==> src/rtl/control_unit_if.sv <==
// -----------------------------------------------------------------------------
// control_unit_if
//
// Purpose : bundles the instruction-register feedback and every control strobe
//           exchanged between the hardwired sequencer (control_unit) and the
//           Datapath, so both sides see one named connection.
//
// Signals :
//   IRdataout [31:0]  instruction register contents (opcode = [31:27])
//   PCout PCin IncPC MARin Read Write MDRin MDRout IRin   memory/fetch strobes
//   Yin Zin Zlowout Cout BAout ADD                         ALU path strobes
//   Gra Grb Rin Rout                                       register strobes
//   CONin BRANCH                                           branch condition strobes
//   Run                high while an instruction is being sequenced
//   state [3:0]        current sequencer state code (monitoring only)
//
// Modports:
//   master : the sequencer (reads IRdataout, drives everything else)
//   slave  : the datapath side (drives IRdataout, reads the strobes)
// -----------------------------------------------------------------------------
interface control_unit_if;
    logic [31:0] IRdataout;

    logic        PCout;
    logic        PCin;
    logic        IncPC;
    logic        MARin;
    logic        Read;
    logic        Write;
    logic        MDRin;
    logic        MDRout;
    logic        IRin;

    logic        Yin;
    logic        Zin;
    logic        Zlowout;
    logic        Cout;
    logic        BAout;
    logic        ADD;

    logic        Gra;
    logic        Grb;
    logic        Rin;
    logic        Rout;

    logic        CONin;
    logic        BRANCH;

    logic        Run;
    logic [3:0]  state;

    modport master (
        input  IRdataout,
        output PCout, PCin, IncPC, MARin, Read, Write, MDRin, MDRout, IRin,
        output Yin, Zin, Zlowout, Cout, BAout, ADD,
        output Gra, Grb, Rin, Rout,
        output CONin, BRANCH,
        output Run, state
    );

    modport slave (
        output IRdataout,
        input  PCout, PCin, IncPC, MARin, Read, Write, MDRin, MDRout, IRin,
        input  Yin, Zin, Zlowout, Cout, BAout, ADD,
        input  Gra, Grb, Rin, Rout,
        input  CONin, BRANCH,
        input  Run, state
    );
endinterface

==> src/rtl/control_unit.sv <==
// -----------------------------------------------------------------------------
// control_unit
//
// Purpose : hardwired Moore sequencer for the Datapath. Runs a three-state
//           fetch (T0..T2), decodes the opcode in T3 and walks the
//           opcode-specific execute sequence one state per clock, then
//           returns to T0 with no bubble. A halt instruction parks the
//           machine in HALT until reset.
//
// Ports   :
//   clk   in   system clock, all state changes on the rising edge
//   clr   in   synchronous active-low reset
//   bus   --   control_unit_if.master: IRdataout in, all strobes, Run and
//              state out
//
// State codes: RST=0, T0..T7=1..8, HALT=15. Codes 9..14 are unreachable and
// fall back to RST.
// -----------------------------------------------------------------------------
module control_unit (
    input  logic             clk,
    input  logic             clr,
    control_unit_if.master   bus
);

    // -------------------------------------------------------------------------
    // State encoding
    // -------------------------------------------------------------------------
    localparam logic [3:0] S_RST  = 4'd0;
    localparam logic [3:0] S_T0   = 4'd1;
    localparam logic [3:0] S_T1   = 4'd2;
    localparam logic [3:0] S_T2   = 4'd3;
    localparam logic [3:0] S_T3   = 4'd4;
    localparam logic [3:0] S_T4   = 4'd5;
    localparam logic [3:0] S_T5   = 4'd6;
    localparam logic [3:0] S_T6   = 4'd7;
    localparam logic [3:0] S_T7   = 4'd8;
    localparam logic [3:0] S_HALT = 4'd15;

    // -------------------------------------------------------------------------
    // Opcode encoding (IRdataout[31:27])
    // -------------------------------------------------------------------------
    localparam logic [4:0] OP_LD   = 5'b00000;
    localparam logic [4:0] OP_LDI  = 5'b00001;
    localparam logic [4:0] OP_ST   = 5'b00010;
    localparam logic [4:0] OP_ADDI = 5'b01100;
    localparam logic [4:0] OP_BR   = 5'b10010;
    localparam logic [4:0] OP_JR   = 5'b10100;
    localparam logic [4:0] OP_NOP  = 5'b11010;
    localparam logic [4:0] OP_HALT = 5'b11011;

    // -------------------------------------------------------------------------
    // Strobe vector bit positions
    // -------------------------------------------------------------------------
    localparam int NUM_STROBES = 21;

    localparam int IDX_PCOUT   = 20;
    localparam int IDX_PCIN    = 19;
    localparam int IDX_INCPC   = 18;
    localparam int IDX_MARIN   = 17;
    localparam int IDX_READ    = 16;
    localparam int IDX_WRITE   = 15;
    localparam int IDX_MDRIN   = 14;
    localparam int IDX_MDROUT  = 13;
    localparam int IDX_IRIN    = 12;
    localparam int IDX_YIN     = 11;
    localparam int IDX_ZIN     = 10;
    localparam int IDX_ZLOWOUT = 9;
    localparam int IDX_COUT    = 8;
    localparam int IDX_BAOUT   = 7;
    localparam int IDX_ADD     = 6;
    localparam int IDX_GRA     = 5;
    localparam int IDX_GRB     = 4;
    localparam int IDX_RIN     = 3;
    localparam int IDX_ROUT    = 2;
    localparam int IDX_CONIN   = 1;
    localparam int IDX_BRANCH  = 0;

    // -------------------------------------------------------------------------
    // Registers and next-state signals
    // -------------------------------------------------------------------------
    logic [3:0]             state_q;
    logic [3:0]             state_d;
    logic [4:0]             opcode_q;
    logic [4:0]             opcode_d;

    logic [4:0]             opcode_cur;   // opcode governing the current state
    logic [3:0]             last_state;   // final execute state of opcode_cur
    logic [NUM_STROBES-1:0] strobes;

    // -------------------------------------------------------------------------
    // Opcode capture
    //
    // The IR is only trusted during T3. The opcode is latched at the end of T3
    // so that later execute states keep sequencing the same instruction even
    // if IRdataout moves afterwards. During T3 itself the live IR is used.
    // -------------------------------------------------------------------------
    always_comb begin
        if (state_q == S_T3) begin
            opcode_cur = bus.IRdataout[31:27];
        end else begin
            opcode_cur = opcode_q;
        end
        opcode_d = opcode_cur;
    end

    // Length of each execute sequence, expressed as the state that ends it.
    always_comb begin
        case (opcode_cur)
            OP_LD,
            OP_ST:   last_state = S_T7;
            OP_LDI,
            OP_ADDI: last_state = S_T5;
            OP_BR:   last_state = S_T6;
            default: last_state = S_T3;   // jr, nop, halt, unlisted opcodes
        endcase
    end

    // -------------------------------------------------------------------------
    // Next-state logic
    // -------------------------------------------------------------------------
    always_comb begin
        state_d = state_q;
        case (state_q)
            S_RST:  state_d = S_T0;
            S_T0:   state_d = S_T1;
            S_T1:   state_d = S_T2;
            S_T2:   state_d = S_T3;
            S_T3,
            S_T4,
            S_T5,
            S_T6,
            S_T7: begin
                if (state_q == last_state) begin
                    // halt only ever ends at T3, so this check is enough
                    if (opcode_cur == OP_HALT) begin
                        state_d = S_HALT;
                    end else begin
                        state_d = S_T0;
                    end
                end else begin
                    state_d = state_q + 4'd1;
                end
            end
            S_HALT: state_d = S_HALT;
            default: state_d = S_RST;
        endcase
    end

    // -------------------------------------------------------------------------
    // State registers, synchronous active-low reset
    // -------------------------------------------------------------------------
    always_ff @(posedge clk) begin
        if (!clr) begin
            state_q  <= S_RST;
            opcode_q <= OP_NOP;
        end else begin
            state_q  <= state_d;
            opcode_q <= opcode_d;
        end
    end

    // -------------------------------------------------------------------------
    // Strobe decode (Moore: registered state plus latched opcode; only T3
    // looks at the live IR)
    // -------------------------------------------------------------------------
    always_comb begin
        strobes = '0;
        case (state_q)
            S_T0: begin
                strobes[IDX_PCOUT] = 1'b1;
                strobes[IDX_MARIN] = 1'b1;
            end
            S_T1: begin
                strobes[IDX_INCPC] = 1'b1;
                strobes[IDX_READ]  = 1'b1;
                strobes[IDX_MDRIN] = 1'b1;
            end
            S_T2: begin
                strobes[IDX_MDROUT] = 1'b1;
                strobes[IDX_IRIN]   = 1'b1;
            end
            S_T3,
            S_T4,
            S_T5,
            S_T6,
            S_T7: begin
                case (opcode_cur)
                    // ld and st share the effective-address computation
                    // (T3..T5); they differ only in the data transfer.
                    OP_LD,
                    OP_ST: begin
                        case (state_q)
                            S_T3: begin
                                strobes[IDX_GRB]   = 1'b1;
                                strobes[IDX_BAOUT] = 1'b1;
                                strobes[IDX_YIN]   = 1'b1;
                            end
                            S_T4: begin
                                strobes[IDX_COUT] = 1'b1;
                                strobes[IDX_ADD]  = 1'b1;
                                strobes[IDX_ZIN]  = 1'b1;
                            end
                            S_T5: begin
                                strobes[IDX_ZLOWOUT] = 1'b1;
                                strobes[IDX_MARIN]   = 1'b1;
                            end
                            S_T6: begin
                                if (opcode_cur == OP_LD) begin
                                    strobes[IDX_READ]  = 1'b1;
                                    strobes[IDX_MDRIN] = 1'b1;
                                end else begin
                                    strobes[IDX_GRA]   = 1'b1;
                                    strobes[IDX_ROUT]  = 1'b1;
                                    strobes[IDX_MDRIN] = 1'b1;
                                end
                            end
                            S_T7: begin
                                if (opcode_cur == OP_LD) begin
                                    strobes[IDX_MDROUT] = 1'b1;
                                    strobes[IDX_GRA]    = 1'b1;
                                    strobes[IDX_RIN]    = 1'b1;
                                end else begin
                                    strobes[IDX_WRITE] = 1'b1;
                                end
                            end
                            default: ;
                        endcase
                    end

                    // ldi and addi differ only in what feeds Y at T3:
                    // base-address form (R0 reads as zero) vs. plain Rb.
                    OP_LDI,
                    OP_ADDI: begin
                        case (state_q)
                            S_T3: begin
                                strobes[IDX_GRB] = 1'b1;
                                strobes[IDX_YIN] = 1'b1;
                                if (opcode_cur == OP_LDI) begin
                                    strobes[IDX_BAOUT] = 1'b1;
                                end else begin
                                    strobes[IDX_ROUT] = 1'b1;
                                end
                            end
                            S_T4: begin
                                strobes[IDX_COUT] = 1'b1;
                                strobes[IDX_ADD]  = 1'b1;
                                strobes[IDX_ZIN]  = 1'b1;
                            end
                            S_T5: begin
                                strobes[IDX_ZLOWOUT] = 1'b1;
                                strobes[IDX_GRA]     = 1'b1;
                                strobes[IDX_RIN]     = 1'b1;
                            end
                            default: ;
                        endcase
                    end

                    // The taken/not-taken choice is made by the datapath's
                    // CON flip-flop; BRANCH only selects the conditional PC
                    // update path.
                    OP_BR: begin
                        case (state_q)
                            S_T3: begin
                                strobes[IDX_GRA]   = 1'b1;
                                strobes[IDX_ROUT]  = 1'b1;
                                strobes[IDX_CONIN] = 1'b1;
                            end
                            S_T4: begin
                                strobes[IDX_PCOUT] = 1'b1;
                                strobes[IDX_YIN]   = 1'b1;
                            end
                            S_T5: begin
                                strobes[IDX_COUT]   = 1'b1;
                                strobes[IDX_ADD]    = 1'b1;
                                strobes[IDX_BRANCH] = 1'b1;
                                strobes[IDX_ZIN]    = 1'b1;
                            end
                            S_T6: begin
                                strobes[IDX_ZLOWOUT] = 1'b1;
                                strobes[IDX_PCIN]    = 1'b1;
                            end
                            default: ;
                        endcase
                    end

                    OP_JR: begin
                        if (state_q == S_T3) begin
                            strobes[IDX_GRA]  = 1'b1;
                            strobes[IDX_ROUT] = 1'b1;
                            strobes[IDX_PCIN] = 1'b1;
                        end
                    end

                    // nop, halt and unlisted opcodes assert nothing
                    default: ;
                endcase
            end
            // RST, HALT and unreachable codes: everything low
            default: ;
        endcase
    end

    // -------------------------------------------------------------------------
    // Outputs
    // -------------------------------------------------------------------------
    assign bus.PCout   = strobes[IDX_PCOUT];
    assign bus.PCin    = strobes[IDX_PCIN];
    assign bus.IncPC   = strobes[IDX_INCPC];
    assign bus.MARin   = strobes[IDX_MARIN];
    assign bus.Read    = strobes[IDX_READ];
    assign bus.Write   = strobes[IDX_WRITE];
    assign bus.MDRin   = strobes[IDX_MDRIN];
    assign bus.MDRout  = strobes[IDX_MDROUT];
    assign bus.IRin    = strobes[IDX_IRIN];
    assign bus.Yin     = strobes[IDX_YIN];
    assign bus.Zin     = strobes[IDX_ZIN];
    assign bus.Zlowout = strobes[IDX_ZLOWOUT];
    assign bus.Cout    = strobes[IDX_COUT];
    assign bus.BAout   = strobes[IDX_BAOUT];
    assign bus.ADD     = strobes[IDX_ADD];
    assign bus.Gra     = strobes[IDX_GRA];
    assign bus.Grb     = strobes[IDX_GRB];
    assign bus.Rin     = strobes[IDX_RIN];
    assign bus.Rout    = strobes[IDX_ROUT];
    assign bus.CONin   = strobes[IDX_CONIN];
    assign bus.BRANCH  = strobes[IDX_BRANCH];

    assign bus.Run     = (state_q >= S_T0) && (state_q <= S_T7);
    assign bus.state   = state_q;

endmodule

==> src/flat_wrapper.sv <==
// flat-port wrapper written by rule: the top's interface ports become plain ports
module control_unit_flat 
  (clk, clr, bus_IRdataout, bus_PCout, bus_PCin, bus_IncPC, bus_MARin, bus_Read, bus_Write, bus_MDRin, bus_MDRout, bus_IRin, bus_Yin, bus_Zin, bus_Zlowout, bus_Cout, bus_BAout, bus_ADD, bus_Gra, bus_Grb, bus_Rin, bus_Rout, bus_CONin, bus_BRANCH, bus_Run, bus_state);
  control_unit_if bus_i ();
  input  logic clk;
  input  logic clr;
  input wire logic [$bits(bus_i.IRdataout)-1:0] bus_IRdataout;
  output wire logic [$bits(bus_i.PCout)-1:0] bus_PCout;
  output wire logic [$bits(bus_i.PCin)-1:0] bus_PCin;
  output wire logic [$bits(bus_i.IncPC)-1:0] bus_IncPC;
  output wire logic [$bits(bus_i.MARin)-1:0] bus_MARin;
  output wire logic [$bits(bus_i.Read)-1:0] bus_Read;
  output wire logic [$bits(bus_i.Write)-1:0] bus_Write;
  output wire logic [$bits(bus_i.MDRin)-1:0] bus_MDRin;
  output wire logic [$bits(bus_i.MDRout)-1:0] bus_MDRout;
  output wire logic [$bits(bus_i.IRin)-1:0] bus_IRin;
  output wire logic [$bits(bus_i.Yin)-1:0] bus_Yin;
  output wire logic [$bits(bus_i.Zin)-1:0] bus_Zin;
  output wire logic [$bits(bus_i.Zlowout)-1:0] bus_Zlowout;
  output wire logic [$bits(bus_i.Cout)-1:0] bus_Cout;
  output wire logic [$bits(bus_i.BAout)-1:0] bus_BAout;
  output wire logic [$bits(bus_i.ADD)-1:0] bus_ADD;
  output wire logic [$bits(bus_i.Gra)-1:0] bus_Gra;
  output wire logic [$bits(bus_i.Grb)-1:0] bus_Grb;
  output wire logic [$bits(bus_i.Rin)-1:0] bus_Rin;
  output wire logic [$bits(bus_i.Rout)-1:0] bus_Rout;
  output wire logic [$bits(bus_i.CONin)-1:0] bus_CONin;
  output wire logic [$bits(bus_i.BRANCH)-1:0] bus_BRANCH;
  output wire logic [$bits(bus_i.Run)-1:0] bus_Run;
  output wire logic [$bits(bus_i.state)-1:0] bus_state;
  assign bus_i.IRdataout = bus_IRdataout;
  assign bus_PCout = bus_i.PCout;
  assign bus_PCin = bus_i.PCin;
  assign bus_IncPC = bus_i.IncPC;
  assign bus_MARin = bus_i.MARin;
  assign bus_Read = bus_i.Read;
  assign bus_Write = bus_i.Write;
  assign bus_MDRin = bus_i.MDRin;
  assign bus_MDRout = bus_i.MDRout;
  assign bus_IRin = bus_i.IRin;
  assign bus_Yin = bus_i.Yin;
  assign bus_Zin = bus_i.Zin;
  assign bus_Zlowout = bus_i.Zlowout;
  assign bus_Cout = bus_i.Cout;
  assign bus_BAout = bus_i.BAout;
  assign bus_ADD = bus_i.ADD;
  assign bus_Gra = bus_i.Gra;
  assign bus_Grb = bus_i.Grb;
  assign bus_Rin = bus_i.Rin;
  assign bus_Rout = bus_i.Rout;
  assign bus_CONin = bus_i.CONin;
  assign bus_BRANCH = bus_i.BRANCH;
  assign bus_Run = bus_i.Run;
  assign bus_state = bus_i.state;
  control_unit u_core (.clk(clk), .clr(clr), .bus(bus_i));
endmodule
==> config.mk <==
export PLATFORM = sky130hd
export DESIGN_NAME = control_unit_flat
export DESIGN_NICKNAME = d
export VERILOG_FILES = /design/src/rtl/control_unit_if.sv /design/src/rtl/control_unit.sv /design/src/flat_wrapper.sv
export SDC_FILE = /design/constraint.sdc
export NUM_CORES = 1
export LEC_CHECK = 0
export ABC_AREA = 1
export BUFFER_PORTS_ARGS = -buffer_cell sky130_fd_sc_hd__buf_4
export CAP_MARGIN = 20
export CORE_AREA = 2 2 48 72
export CTS_CLUSTER_SIZE = 25
export DETAILED_ROUTE_END_ITERATION = 10
export DIE_AREA = 0 0 50 74
export GPL_ROUTABILITY_DRIVEN = 0
export SLEW_MARGIN = 10
export SYNTH_ARGS = -nofsm -noshare
export SYNTH_HDL_FRONTEND = slang
export SYNTH_SLANG_ARGS = --single-unit
==> constraint.sdc <==
create_clock -name clk -period 2.58 [get_ports clk]
set_input_delay 0.129 -clock clk [delete_from_list [all_inputs] [get_ports clk]]
set_output_delay 0.129 -clock clk [all_outputs]
set_load 0.02 [all_outputs]
Yosys cells after proc, flatten, opt, wreduce, memory -nomap -nowiden:

Index checks and enable logic that the tools add are counted.

* equality and inequality tests: 16
* divide/modulo/power cells: 0
* bitwise gates (word level): 0
* shifts and indexed selects: 0
* reductions and logical operators: 8
* muxes and demuxes: 41
* multiply operators: 0
* magnitude comparators: 2
* add/sub/neg operators: 1

Operators with widths (count)
* 4-bit one-hot mux with 6 select lines: 1
* 1-bit two-way mux: 19
* 1-bit one-hot mux with 2 select lines: 9
* 4-bit by 3-bit == test with 1-bit output, second input constant: 4
* 5-bit == test, second input constant: 3
* 12-bit two-way mux: 1
* 4-bit one-hot mux with 3 select lines: 1
* 5-bit two-way mux: 2
* 4-bit by 2-bit == test with 1-bit output, second input constant: 2
* 4-bit == test, second input constant: 2
* 4-bit two-way mux: 2
* 4-bit one-hot mux with 2 select lines: 1
* 2-bit OR reduction: 3
* 5-bit by 1-bit == test with 1-bit output, second input constant: 1
* 5-bit by 2-bit == test with 1-bit output, second input constant: 1
* 5-bit by 4-bit == test with 1-bit output, second input constant: 1
* 5-bit logical NOT: 1
* 5-bit OR reduction: 1
* 4-bit by 1-bit adder with 4-bit output, second input constant: 1
* 4-bit by 1-bit == test with 1-bit output, second input constant: 1
* 4-bit == test: 1
* 4-bit by 1-bit greater-or-equal comparator with 1-bit output, second input constant: 1
* 4-bit less-or-equal comparator, second input constant: 1
* 4-bit logical NOT: 1
* other kinds (6): 7

* bits in registers: 9
* latch bits: 0
* word-level logic and storage cells: 70
* memories kept: 0
* memory bits (writable): 0
* input port bits: 34
* ROM bits: 0

Depth between registers and ports, before layout:

Gate-level depths: netlist of run 1.

* word-level depth: 8
* depth in mapped cells: 17
* mapped depth without buffers: 15

Worst setup path after synthesis of run 1:

Ideal clock, no wire load.

* kind: register to output
* start: register u_core.state_q[0], in the netlist u_core.bus.state[0]
* end: output bus_Cout
* data required time: 2.451 ns
* arrival time: 2.470 ns
* setup slack: -0.019 ns
* stages on the path, launching flop included: 15
* buffers on the path: 3
* cells stage by stage: dfxtp_1 -> inv_1 -> ha_1 -> buf_4 -> nand3_4 -> buf_6 -> nand2_4 -> nand2_4 -> clkinv_2 -> nor2_1 -> nand3_1 -> nand2_1 -> nor2_1 -> o22ai_1 -> buf_4

* longest elaborated chain between the ends: 6
* elaborated cells between the ends (all ways): 17

Ends and longest elaborated chain
* from (decl): line control_unit.sv:81 `logic [3:0] state_q;`
* from (signal assigned): line control_unit.sv:157 `state_q <= state_d;`
* 4-bit by 3-bit == test with 1-bit output: line control_unit.sv:98, control_unit.sv:168
* 5-bit two-way mux: line control_unit.sv:98 `if (state_q == S_T3) begin`
* 5-bit by 2-bit == test with 1-bit output, or another cell as far along: line control_unit.sv:187 `case (opcode_cur)`
* 4-bit OR reduction (no source line)
* 4-bit one-hot mux with 2 select lines: line control_unit.sv:187
* 12-bit two-way mux *: line control_unit.sv:168 `case (state_q)`
* to (decl): line flat_wrapper.sv:20 `output wire logic [$bits(bus_i.Cout)-1:0] bus_Cout;`

Every way passes the cells marked *; elsewhere a longest branch is shown, timed or not.

Final worst setup path of run 1:

* start: register u_core.state_q[0], in the netlist u_core.bus.state[0]
* end: output bus_Rout

* longest elaborated chain between the ends: 7
* elaborated cells between the ends (all ways): 23

Ends and longest elaborated chain
* 4-bit by 3-bit == test with 1-bit output
* 5-bit two-way mux: line control_unit.sv:98
* 5-bit by 1-bit == test with 1-bit output / 5-bit logical NOT (equally long branches): line control_unit.sv:187, control_unit.sv:238, control_unit.sv:208
* 1-bit two-way mux, on equally long branches: line control_unit.sv:238, control_unit.sv:208
* 1-bit two-way mux, on equally long branches: line control_unit.sv:234, control_unit.sv:192
* 1-bit one-hot mux with 4 select lines: line control_unit.sv:187
* 12-bit two-way mux *: line control_unit.sv:168
* to (decl): line flat_wrapper.sv:26 `output wire logic [$bits(bus_i.Rout)-1:0] bus_Rout;`

Marked as above.

==> metrics.sh, run 1 <==
SYNTH_CELL_TYPES=28
REGTOREGSTARTPOINT='u_core.bus.state[0]'
GRT_OVERFLOW=0
DIE_AREA_MM2=0.00370
FINAL.SETUP_SKEW_PS=3.15
PEAKVDDDROP_mV=0.290
R2R.WORST_PATH.CELLS=14
FLOORPLAN.DIE.HEIGHT_UM=74
CRIT_ARRIVAL_PS=2210
DRV.MAX_CAP_VIOLATION_COUNT=0
MULTIINPUTGATEAREA_UM2=713
GRT_ANTENNA_BEFORE_REPAIR=0
DRT-VIAS-PER-INSTANCE=4.87
NUMCLOCKSINKS=9
TIMING.MAX_SLEW.REL_SLACK=0.788
CTS.HOLD.BUFFERS_ADDED=0
TIMING.FINAL.CRIT_PERIOD_PS=2340
AREAGROWTHSYNTHTOFINISH_PCT=35.8
FINAL-HOLD-VIOLATION-COUNT=0
POWER.DENSITY_mW_PER_MM2=613
SETUP.WORST_PATH.END='bus_Rout'
STARTING_DRT_DRC_COUNT=38
STATUS='finished, final reports clean'
DIODES=0
CRITICAL_PATH_CELL_BY_CELL='inv_1 -> ha_4 -> nand3_4 -> nand2_1 -> nand2_1 -> nor2_2 -> nand3_4 -> a21oi_1 -> a31o_2 -> inv_1 -> o21ai_0 -> buf_4'
NUM_ROWS=25
SHARE_OF_POST_ROUTE_CELLS_WITH_DRIVE_STRENGTH_ABOVE_1=0.350
NUMCTSBUFFERS=3
IO_PINS=60
HPWL_AFTER_DETAILED_PLACEMENT_MM=2.36
MAPPEDNETLISTNETS=198
HOLD_PATH_CLASS='in -> reg'
R2R_SLACK_PS=320
POSTROUTEANTENNANETS=0
GRT_PASS1_VIAS=1099
POSTSYNTHAREAPERCELL_UM2=6.40
YS_FF_LATCH=9
CRIT-REG2REG-CAPTURE='u_core.bus.state[2]'
FINAL_UTIL=0.449
SYNTHESIS.INSTANCES=160
NETLIST.AREA_LEADER.SHARE=0.176
SLEW_VIOLATIONS=0
YS.WARNINGS.COUNT=0
CRIT_TYPE='reg -> out'
CTSHTREEMAXLEVEL=1
RSZ0062_AT_GRT='false'
DRT-PASS1-ITER-COUNT=4
CLOCK_TREE.ROOT_CELL='sky130_fd_sc_hd__clkbuf_8'
POST_SYNTH_MAIN_AREA_CONTRIBUTORS='sky130_fd_sc_hd__dfxtp_1 18%, sky130_fd_sc_hd__nand2_1 12%, sky130_fd_sc_hd__inv_1 8.4%'
GRT_START_MAX_NET_PINS=12
POWER_mW=0.852
DRC_ERRORS=0
SYNTH_SEQ_AREA_SHARE=0.176
IO_BUFFER_COUNT=32
CLOCK.FMAX_MHz=428
CORE_AREA_MM2=0.00310
MIN_PERIOD_OVER_PERIOD=0.906
POST_SYNTH_INSTANCE_AREA_MM2=0.00102
NETLIST.TOP_CELL.BY_AREA='sky130_fd_sc_hd__dfxtp_1'
FILLER_CELL_COUNT=324
CRIT_PATH_MAX_FANOUT=11
DIE_WIDTH_UM=50
CTS.PATH.MAX_BUFFERS=2
INITIAL_UTILIZATION=0.331
START_KIND='register'
VIAS_AFTER_DETAILED_ROUTING=1154
CLK_PIN_SLEW_PS=50
GRT_FIRST_PASS_WIRELENGTH_MM=4.90
CRITICAL-PATH-SLOWEST-CELL='sky130_fd_sc_hd__dfxtp_1'
WORSTSETUPENDPOINTTYPE='output pin'
TRACK_USAGE=0.172
WORST-SLEW-PIN-TRANSITION_PS=317
POST_DRT_WL_PER_CELL_UM=12.2
ORIGIN_OF_THE_WORST_SETUP_PATH='u_core.bus.state[0]'
SETUP_VIOLATIONS=0
CTS_TREE='built'
CLK-INSERTION-DELAY-LATE_PS=240
STATIC-LEAKAGE-POWER_nW=0.711
FF_LATCH_AREA_UM2=180
DRT_WL_TOTAL_MM=2.90
TIMING.CRITICAL_PATH.SLOWEST_CELL_DELAY_PS=300
FINAL_NET_COUNT=236
WORST-ENDPOINT-REQUIRED_PS=2450
FINALSETUPTNS_PS=0
-- logic make-up after synthesis --
kind of cell	synth area share
xor gates and xnor gates	0.0171
DFF	0.176
buffers and inverters	0.158
and+or+nand+nor	0.485
adders and majority gates	0.0489
AOI/OAI and AO/OA	0.115
-- per-stage QoR --
stage | setup WS, ps | instance area (µm²) | instances | hold WS [ps]
finish | 243 | 1390 | 237 | 83.6
global route | 27.9 | 1390 | 237 | 89.7
CTS | 76.4 | 1370 | 237 | 79.9
detailed placement | 191 | 1320 | 233 | 333
global placement | 261 | 1320 | 233 | 331
floorplan | 145 | 1030 | 160 | 199
-- metal layers --
layer / routed length (µm) / share of wire / vias to the layer above / GRT usage
met1: 1180 / 0.41 / 517 / 0.192
met4: 67 / 0.023 / 0 / 0.0833
met3: 121 / 0.042 / 7 / 0.0261
met2: 1530 / 0.53 / 34 / 0.316
met5: 0 / 0 / - / 0
li1: - / - / 596 / -
-- cell type report --
type,count,share of cell area
multi-input combinational,118,0.513
timing repair buffer,39,0.211
sequential,9,0.130
inverter,27,0.0783
tap,40,0.0360
clock buffer,4,0.0324
-- cells in the mapped netlist, drive strengths merged --
cell type / count
ha: 4
nand3: 19
buf: 6
o21ai: 10
a21oi: 6
clkinv: 2
a31o: 1
o22ai: 1
nor2: 21
nor3: 2
inv: 25
xor2: 2
nand2: 39
o21bai: 3
nor4: 1
nand4: 9
dfxtp: 9
-- power breakdown --
group	total, mW	internal (mW)	switching [mW]
combinational	0.517	0.204	0.313
sequential	0.164	0.155	0.00911
clock	0.171	0.108	0.0629
-- cell usage in the layout, fill, tap and decap left out, types with 5 or more instances in the layout --
master,count
sky130_fd_sc_hd__buf_4,39
sky130_fd_sc_hd__nand2_1,32
sky130_fd_sc_hd__inv_1,21
sky130_fd_sc_hd__nor2_1,17
sky130_fd_sc_hd__nand3_1,13
sky130_fd_sc_hd__o21ai_0,10
sky130_fd_sc_hd__dfxtp_1,9
sky130_fd_sc_hd__nand4_1,8
sky130_fd_sc_hd__a21oi_1,6
sky130_fd_sc_hd__nand2_2,5
-- worst min path at each step --
stage,start,cells after the start,slack (ps),to
finish,clr,2,80,u_core.opcode_q[4]
global route,clr,2,90,u_core.opcode_q[4]
CTS,clr,2,80,u_core.opcode_q[1]
detailed placement,clr,2,330,u_core.opcode_q[1]
global placement,clr,2,330,u_core.opcode_q[4]
floorplan,clr,1,200,u_core.opcode_q[1]
-- critical path: cells and delay by family, from the launching register on --
kind	cells	cell delay, ps
AOI/OAI and AO/OA	3	360
buffers and inverters	3	340
DFF	1	300
and+or+nand+nor	5	750
adders and majority gates	1	220
-- what timing repair did --
| item | in CTS | in global routing |
|---|---|---|
| buffers inserted | 0 | 0 |
| setup endpoints to repair | 0 | 13 |
| resized for setup | 0 | 7 |
-- flip-flops by register name, summed over array words and instances, names as in the netlist --
name,count
u_core.bus.state,4
u_core.opcode_q,5
Power figures use the tool's default switching activity.
==> inputs of run 2 (changes only) <==
clock period = 2.7 ns   (was 2.58 ns; I/O delays follow)
==> run 2 against run 1 <==
Against the previous run: clock skew down 1.8 ps; largest cell class unchanged; total power down 7.7%; clock power down 6%; sequential cell count unchanged; critical path type unchanged; worst hold slack better by 3.5 ps; via count down 2.5%; critical endpoint is now bus_Yin.
==> metrics.sh, run 2 (same netlist as run 1, synthesis figures left out) <==
POST-PLACE-CELLS=229  # -1.7%
CRIT_PATH_MAX_FANOUT=13  # +2
GROUTE.LAYER.MET2.USAGE=0.320  # +0.00439
CTS_TREE='built'
TIMING.FINAL.CRIT_PERIOD_PS=2500
DIE_WIDTH_UM=50  # unchanged
TIMING.MAX_SLEW.REL_SLACK=0.698  # -0.0900
NUM_ROWS=25  # unchanged
FINAL_UTIL=0.437  # -0.0121
CLOCK_TREE.ROOT_CELL='sky130_fd_sc_hd__clkbuf_8'
POWER.DENSITY_mW_PER_MM2=581  # -5.2%
STATUS='finished, final reports clean'
POST_DRT_WL_PER_CELL_UM=12.3  # +0.63%
GRT_OVERFLOW=0  # unchanged
START_KIND='register'
FINAL.SETUP_SKEW_PS=1.36  # -1.79 ps
SETUP_VIOLATIONS=0  # unchanged
GRT_PASS1_VIAS=1130  # +2.8%
ORIGIN_OF_THE_WORST_SETUP_PATH='u_core.bus.state[0]'
GRT_BUSIEST_LAYER='met2'
DRC_ERRORS=0  # unchanged
HOLD_PATH_CLASS='in -> reg'
NUMCLOCKSINKS=9  # unchanged
FINALSETUPTNS_PS=0  # unchanged
REGTOREGSTARTPOINT='u_core.bus.state[0]'
SLEW_VIOLATIONS=0  # unchanged
USE_MET3=0.0181  # -0.00803
STATIC-LEAKAGE-POWER_nW=0.694  # -2.4%
MAX_FLOP_REGISTER='u_core.opcode_q'
DRT-VIAS-PER-INSTANCE=4.83  # -0.84%
MOST_COMMON_LIBRARY_CELL_IN_THE_LAYOUT_IGNORING_FILL_AND_TAPS='sky130_fd_sc_hd__buf_4'
DRT_WL_TOTAL_MM=2.86  # -1.1%
MOSTFREQUENTLAYOUTCELLS='35 x sky130_fd_sc_hd__buf_4, 32 x sky130_fd_sc_hd__nand2_1, 23 x sky130_fd_sc_hd__inv_1, 18 x sky130_fd_sc_hd__nor2_1, 14 x sky130_fd_sc_hd__nand3_1'
INITIAL_UTILIZATION=0.331  # unchanged
POWER_mW=0.786  # -7.7%
TRACK_USAGE=0.172  # -0.000693
WORST-ENDPOINT-REQUIRED_PS=2570  # +120 ps
POST_CTS_SETUP_BUFFER_COUNT=0  # unchanged
HPWL_AFTER_DETAILED_PLACEMENT_MM=2.40  # +1.8%
HOLD_PATH.STARTPOINT='clr'
MIN_DELAY_WORST_ENDPOINT='u_core.opcode_q[4]'
POSTROUTEANTENNANETS=0  # unchanged
IO_BUFFER_COUNT=32  # unchanged
R2R_SLACK_PS=410  # +90 ps
CTS.PATH.MAX_BUFFERS=2  # unchanged
LARGEST_REG_FLOPS=5  # unchanged
WORSTHOLDPATHCELLS=2  # unchanged
VIAS_AFTER_DETAILED_ROUTING=1125  # -2.5%
FINAL_NET_COUNT=232  # -1.7%
NUMCTSBUFFERS=3  # unchanged
GRT_ANTENNA_BEFORE_REPAIR=0  # unchanged
IO_PINS=60  # unchanged
CLK_PIN_SLEW_PS=50  # about the same
CTSHTREEMAXLEVEL=1  # unchanged
CRIT-REG2REG-CAPTURE='u_core.bus.state[3]'
GRT_FIRST_PASS_WIRELENGTH_MM=4.97  # +1.5%
CORE_AREA_MM2=0.00310  # unchanged
GRT_START_MAX_NET_PINS=14  # +2
WORST-SLEW-PIN-TRANSITION_PS=452  # +135 ps
DRT-PASS1-ITER-COUNT=4  # unchanged
FINAL-HOLD-VIOLATION-COUNT=0  # unchanged
CRIT_ARRIVAL_PS=2360  # +150 ps
PEAKVDDDROP_mV=0.280  # -3.3%
CLK-INSERTION-DELAY-LATE_PS=240  # about the same
SHARE_OF_POST_ROUTE_CELLS_WITH_DRIVE_STRENGTH_ABOVE_1=0.316  # -0.0342
RSZ0062_AT_GRT='false'
R2R.WORST_PATH.CELLS=13  # -1
MIN_PERIOD_OVER_PERIOD=0.925
FLOORPLAN.DIE.HEIGHT_UM=74  # unchanged
GLOBAL_ROUTE.USAGE.MET1=0.190  # -0.00199
WORSTSETUPENDPOINTTYPE='output pin'
FINISH.CELL_COUNT_WITHOUT_FILLERS=233  # -1.7%
DIODES=0  # unchanged
CLOCK.FMAX_MHz=401
CTS.HOLD.BUFFERS_ADDED=0  # unchanged
CRIT_TYPE='reg -> out'
DRV.MAX_CAP_VIOLATION_COUNT=0  # unchanged
DIE_AREA_MM2=0.00370  # unchanged
AREAGROWTHSYNTHTOFINISH_PCT=32.2
STARTING_DRT_DRC_COUNT=43  # +13%
==> run 2: cell count changes in the layout (fill, tap and decap cells not counted), sizes merged <==
| cell | delta |
|---|---|
| buf | -4 |
==> run 2: worst max-delay path by stage <==
stage                     cells after the start  slack, ps                  end
final                                        11        200              bus_Yin
after global routing                         11         60              bus_Yin
after CTS                                    11        110             bus_Cout
after detailed placement                     13        230  u_core.bus.state[1]
after global placement                       15        260  u_core.bus.state[2]
after floorplan                              14         90             bus_Cout
==> run 2: layout make-up <==
type	instances	area [µm²]
Tap cell	40	50.0
Clock buffer	4	45.0
Multi-Input combinational cell	118	706
Timing Repair Buffer	35	263
Fill cell	313	1740
Sequential cell	9	180
Inverter	27	109
==> run 2: metrics by stage <==
| step | setup WS [ps] | area [µm²] | hold slack (ps) |
|---|---|---|---|
| 6_report | 204 | 1350 | 87.1 |
| 5_1_grt | 55.2 | 1350 | 92.0 |
| 4_1_cts | 114 | 1330 | 83.3 |
| 3_5_place_dp | 228 | 1280 | 335 |
| 3_3_place_gp | 257 | 1280 | 335 |
| 2_1_floorplan | 94.6 | 1020 | 205 |
==> run 2: critical path, cell delays in order (launching register included) <==
cell                      delay, ps
sky130_fd_sc_hd__dfxtp_1        300
sky130_fd_sc_hd__inv_1          130
sky130_fd_sc_hd__ha_4           240
sky130_fd_sc_hd__nand3_4        190
sky130_fd_sc_hd__nand2_1        120
sky130_fd_sc_hd__nand2_2        100
sky130_fd_sc_hd__nor2_1         230
sky130_fd_sc_hd__nand3_1        210
sky130_fd_sc_hd__nand2_1        130
sky130_fd_sc_hd__nor2_1          90
sky130_fd_sc_hd__o21ai_0        190
sky130_fd_sc_hd__buf_4          180
==> run 2: timing repair <==
action                                  in CTS  in global routing
resized for setup                            1                  3
pin swaps                                    0                  0
endpoints found under the setup margin       3                  5
==> run 2: power breakdown <==
group	internal [mW]	switching, mW	total [mW]
registers	0.148	0.00897	0.157
clock network	0.103	0.0576	0.161
logic	0.179	0.290	0.468
==> run 2: routing by layer <==
metal / vias up / part of all wire
met5: - / 0
met4: 0 / 0.020
li1: 584 / -
met3: 4 / 0.038
met1: 507 / 0.42
met2: 30 / 0.53
==> inputs of run 3 (changes only) <==
CORE_AREA = 2 2 58 60   (was 2 2 48 72)
DIE_AREA = 0 0 60 62   (was 0 0 50 74)
GPL_TIMING_DRIVEN = 0   (was default)
clock period = 3 ns   (was 2.7 ns; I/O delays follow)
==> run 3 against run 2 <==
Against the previous run: via count down 1.2%; wire length down 0.66%; register-to-register slack improved by 130 ps; utilization decreased by 1.0 points; worst setup slack improved by 64 ps; sequential cell count stayed put; sequential share of layout area rose by 0.15 points; combinational power shrank 17%; total power shrank 18%; sequential power hardly changed; cell count rose by 3.9%; cell area rose by 0.28%; critical endpoint is now bus_Cout; largest cell class unchanged; largest power group unchanged; highest routed layer unchanged.
==> metrics.sh, run 3 (same netlist as run 1, synthesis figures left out) <==
WORSTSETUPENDPOINTTYPE='output pin'
VIAS_AFTER_DETAILED_ROUTING=1111  # -1.2%
GRT_FIRST_PASS_WIRELENGTH_MM=4.77  # -4.2%
FINALSETUPTNS_PS=0  # unchanged
CLK-INSERTION-DELAY-LATE_PS=280  # +40 ps
GRT_ANTENNA_BEFORE_REPAIR=0  # unchanged
CTS_TREE='built'
CRIT_TYPE='reg -> out'
CLOCK_TREE.ROOT_CELL='sky130_fd_sc_hd__clkbuf_4'
FINAL_UTIL=0.427  # -0.0102
ORIGIN_OF_THE_WORST_SETUP_PATH='u_core.bus.state[0]'
FLOORPLAN.DIE.HEIGHT_UM=62  # -16%
HOLD_PATH_CLASS='in -> reg'
MIN_PERIOD_OVER_PERIOD=0.911
GRT_PASS1_VIAS=1049  # -7.2%
IO_PINS=60  # unchanged
FINAL_NET_COUNT=235  # +1.3%
SLEW_VIOLATIONS=0  # unchanged
POSTROUTEANTENNANETS=0  # unchanged
DRC_ERRORS=0  # unchanged
GRT_OVERFLOW=0  # unchanged
SHARE_OF_POST_ROUTE_CELLS_WITH_DRIVE_STRENGTH_ABOVE_1=0.327  # +0.0105
POST_DRT_WL_PER_CELL_UM=11.8  # -4.4%
FINAL.SETUP_SKEW_PS=3.72  # +2.36 ps
CRITICAL_PATH.MOST_COMMON_CELL='sky130_fd_sc_hd__buf_4'
TIMING.FINAL.CRIT_PERIOD_PS=2730
CTSHTREEMAXLEVEL=1  # unchanged
WORSTHOLDPATHCELLS=2  # unchanged
CRITICAL_PATH_CELL_BY_CELL='inv_1 -> ha_1 -> buf_4 -> nand3_4 -> buf_6 -> nand2_4 -> nand2_4 -> clkinv_2 -> nor2_1 -> nand3_1 -> nand2_1 -> nor2_1 -> o22ai_2 -> buf_4 -> buf_4'
NUMCTSBUFFERS=3  # unchanged
CORE_AREA_MM2=0.00318  # +2.7%
DIE_AREA_MM2=0.00372  # +0.54%
POWER_mW=0.644  # -18%
DIODES=0  # unchanged
NUMCLOCKSINKS=9  # unchanged
REGTOREGSTARTPOINT='u_core.bus.state[0]'
RSZ0062_AT_GRT='false'
DRV.MAX_CAP_VIOLATION_COUNT=0  # unchanged
MOST_COMMON_LIBRARY_CELL_IN_THE_LAYOUT_IGNORING_FILL_AND_TAPS='sky130_fd_sc_hd__buf_4'
STATUS='finished, final reports clean'
LARGEST_REG_FLOPS=5  # unchanged
CLK_PIN_SLEW_PS=60  # about the same
MIN_DELAY_WORST_ENDPOINT='u_core.opcode_q[3]'
CRIT_ARRIVAL_PS=2580  # +220 ps
FINAL_CELL_AREA_MM2=0.00136  # +0.28%
CTS.HOLD.BUFFERS_ADDED=0  # unchanged
DRT-PASS1-ITER-COUNT=5  # +1
CRIT_PATH_MAX_FANOUT=10  # -3
TIMING.MAX_SLEW.REL_SLACK=0.785  # +0.0872
DIE_WIDTH_UM=60  # +20%
FINAL-HOLD-VIOLATION-COUNT=0  # unchanged
HOLD_PATH.STARTPOINT='clr'
PEAKVDDDROP_mV=0.200  # -29%
POWER.DENSITY_mW_PER_MM2=475  # -18%
POST-PLACE-CELLS=238  # +3.9%
FINISH.CELL_COUNT_WITHOUT_FILLERS=242  # +3.9%
TIMING.CRITICAL_PATH.SLOWEST_CELL_DELAY_PS=410  # +110 ps
CLOCK.FMAX_MHz=366
POST_DP_AREA_MM2=0.00132  # +2.9%
START_KIND='register'
DRT-VIAS-PER-INSTANCE=4.59  # -4.9%
CRIT-REG2REG-CAPTURE='u_core.bus.state[2]'
POST_CTS_SETUP_BUFFER_COUNT=0  # unchanged
AREAGROWTHSYNTHTOFINISH_PCT=32.5
WORST-ENDPOINT-REQUIRED_PS=2850  # +280 ps
STARTING_DRT_DRC_COUNT=34  # -21%
STATIC-LEAKAGE-POWER_nW=0.703  # +1.3%
IO_BUFFER_COUNT=32  # unchanged
R2R.WORST_PATH.CELLS=16  # +3
CRITICAL-PATH-SLOWEST-CELL='sky130_fd_sc_hd__dfxtp_2'
NUM_ROWS=21  # -16%
CTS.PATH.MAX_BUFFERS=2  # unchanged
R2R_SLACK_PS=540  # +130 ps
DRT_WL_TOTAL_MM=2.85  # -0.66%
MOSTFREQUENTLAYOUTCELLS='36 x sky130_fd_sc_hd__buf_4, 32 x sky130_fd_sc_hd__nand2_1, 23 x sky130_fd_sc_hd__inv_1, 18 x sky130_fd_sc_hd__nor2_1, 15 x sky130_fd_sc_hd__nand3_1'
MAX_FLOP_REGISTER='u_core.opcode_q'
TRACK_USAGE=0.169  # -0.00236
HPWL_AFTER_DETAILED_PLACEMENT_MM=2.28  # -4.9%
SETUP_VIOLATIONS=0  # unchanged
INITIAL_UTILIZATION=0.322  # -0.00858
GRT_START_MAX_NET_PINS=11  # -3
CTS_RESIZED=0  # -1
WORST-SLEW-PIN-TRANSITION_PS=321  # -131 ps
-- run 3: cell count changes in the layout (fill, tap and decap cells not counted) --
cell                       delta
sky130_fd_sc_hd__clkbuf_4     +3
sky130_fd_sc_hd__clkbuf_8     -3
sky130_fd_sc_hd__buf_6        +2
sky130_fd_sc_hd__dfxtp_1      -2
sky130_fd_sc_hd__dfxtp_2      +2
sky130_fd_sc_hd__buf_4        +1
sky130_fd_sc_hd__ha_1         +1
sky130_fd_sc_hd__ha_4         -1
sky130_fd_sc_hd__nand3_1      +1
sky130_fd_sc_hd__nand3_2      -1
-- run 3: worst max path at each step --
stage               endpoint  slack, ps  cells past startpoint
floorplan           bus_Cout        380                     14
global placement    bus_Cout        390                     15
detailed placement  bus_Cout        380                     15
CTS                 bus_Cout         70                     15
global route         bus_Zin         90                     15
finish              bus_Cout        270                     15
-- run 3: critical path, delay by kind of cell, from the launching register on --
kind                     cells  cell delay, ps
buffers and inverters        6             800
flip-flops                   1             410
AND/OR/NAND/NOR              7             730
adder cells (fa/ha/maj)      1             200
AO/OA/AOI/OAI                1             150
-- run 3: layout make-up --
cell class              instances  area, µm²
plain buffers                   6       52.6
clock buffers                   4       26.3
fillers                       352       1820
inverters                      27        109
multi-input cells             118        688
flip-flops and latches          9        183
well taps                      46       57.6
repair buffers                 32        240
-- run 3: stage by stage --
step,hold WS [ps],worst slack (ps)
4_1_cts,72.3,74.3
2_1_floorplan,220,380
3_3_place_gp,354,389
5_1_grt,82.3,86.0
6_report,69.6,268
3_5_place_dp,362,376
-- run 3: report_power, final --
| group | internal (mW) | leakage (nW) | switching, mW |
|---|---|---|---|
| clock | 0.0516 | 0.0150 | 0.0489 |
| combinational | 0.144 | 0.614 | 0.242 |
| sequential | 0.135 | 0.0738 | 0.0214 |
| total | 0.331 | 0.703 | 0.313 |
-- run 3: metal layers --
metal | vias up | global-route usage | share of wire | wire length [µm]
li1 | 593 | - | - | -
met1 | 481 | 0.230 | 0.53 | 1510
met2 | 32 | 0.272 | 0.40 | 1140
met3 | 5 | 0.0166 | 0.052 | 149
met4 | 0 | 0.0762 | 0.017 | 48
met5 | - | 0 | 0 | 0
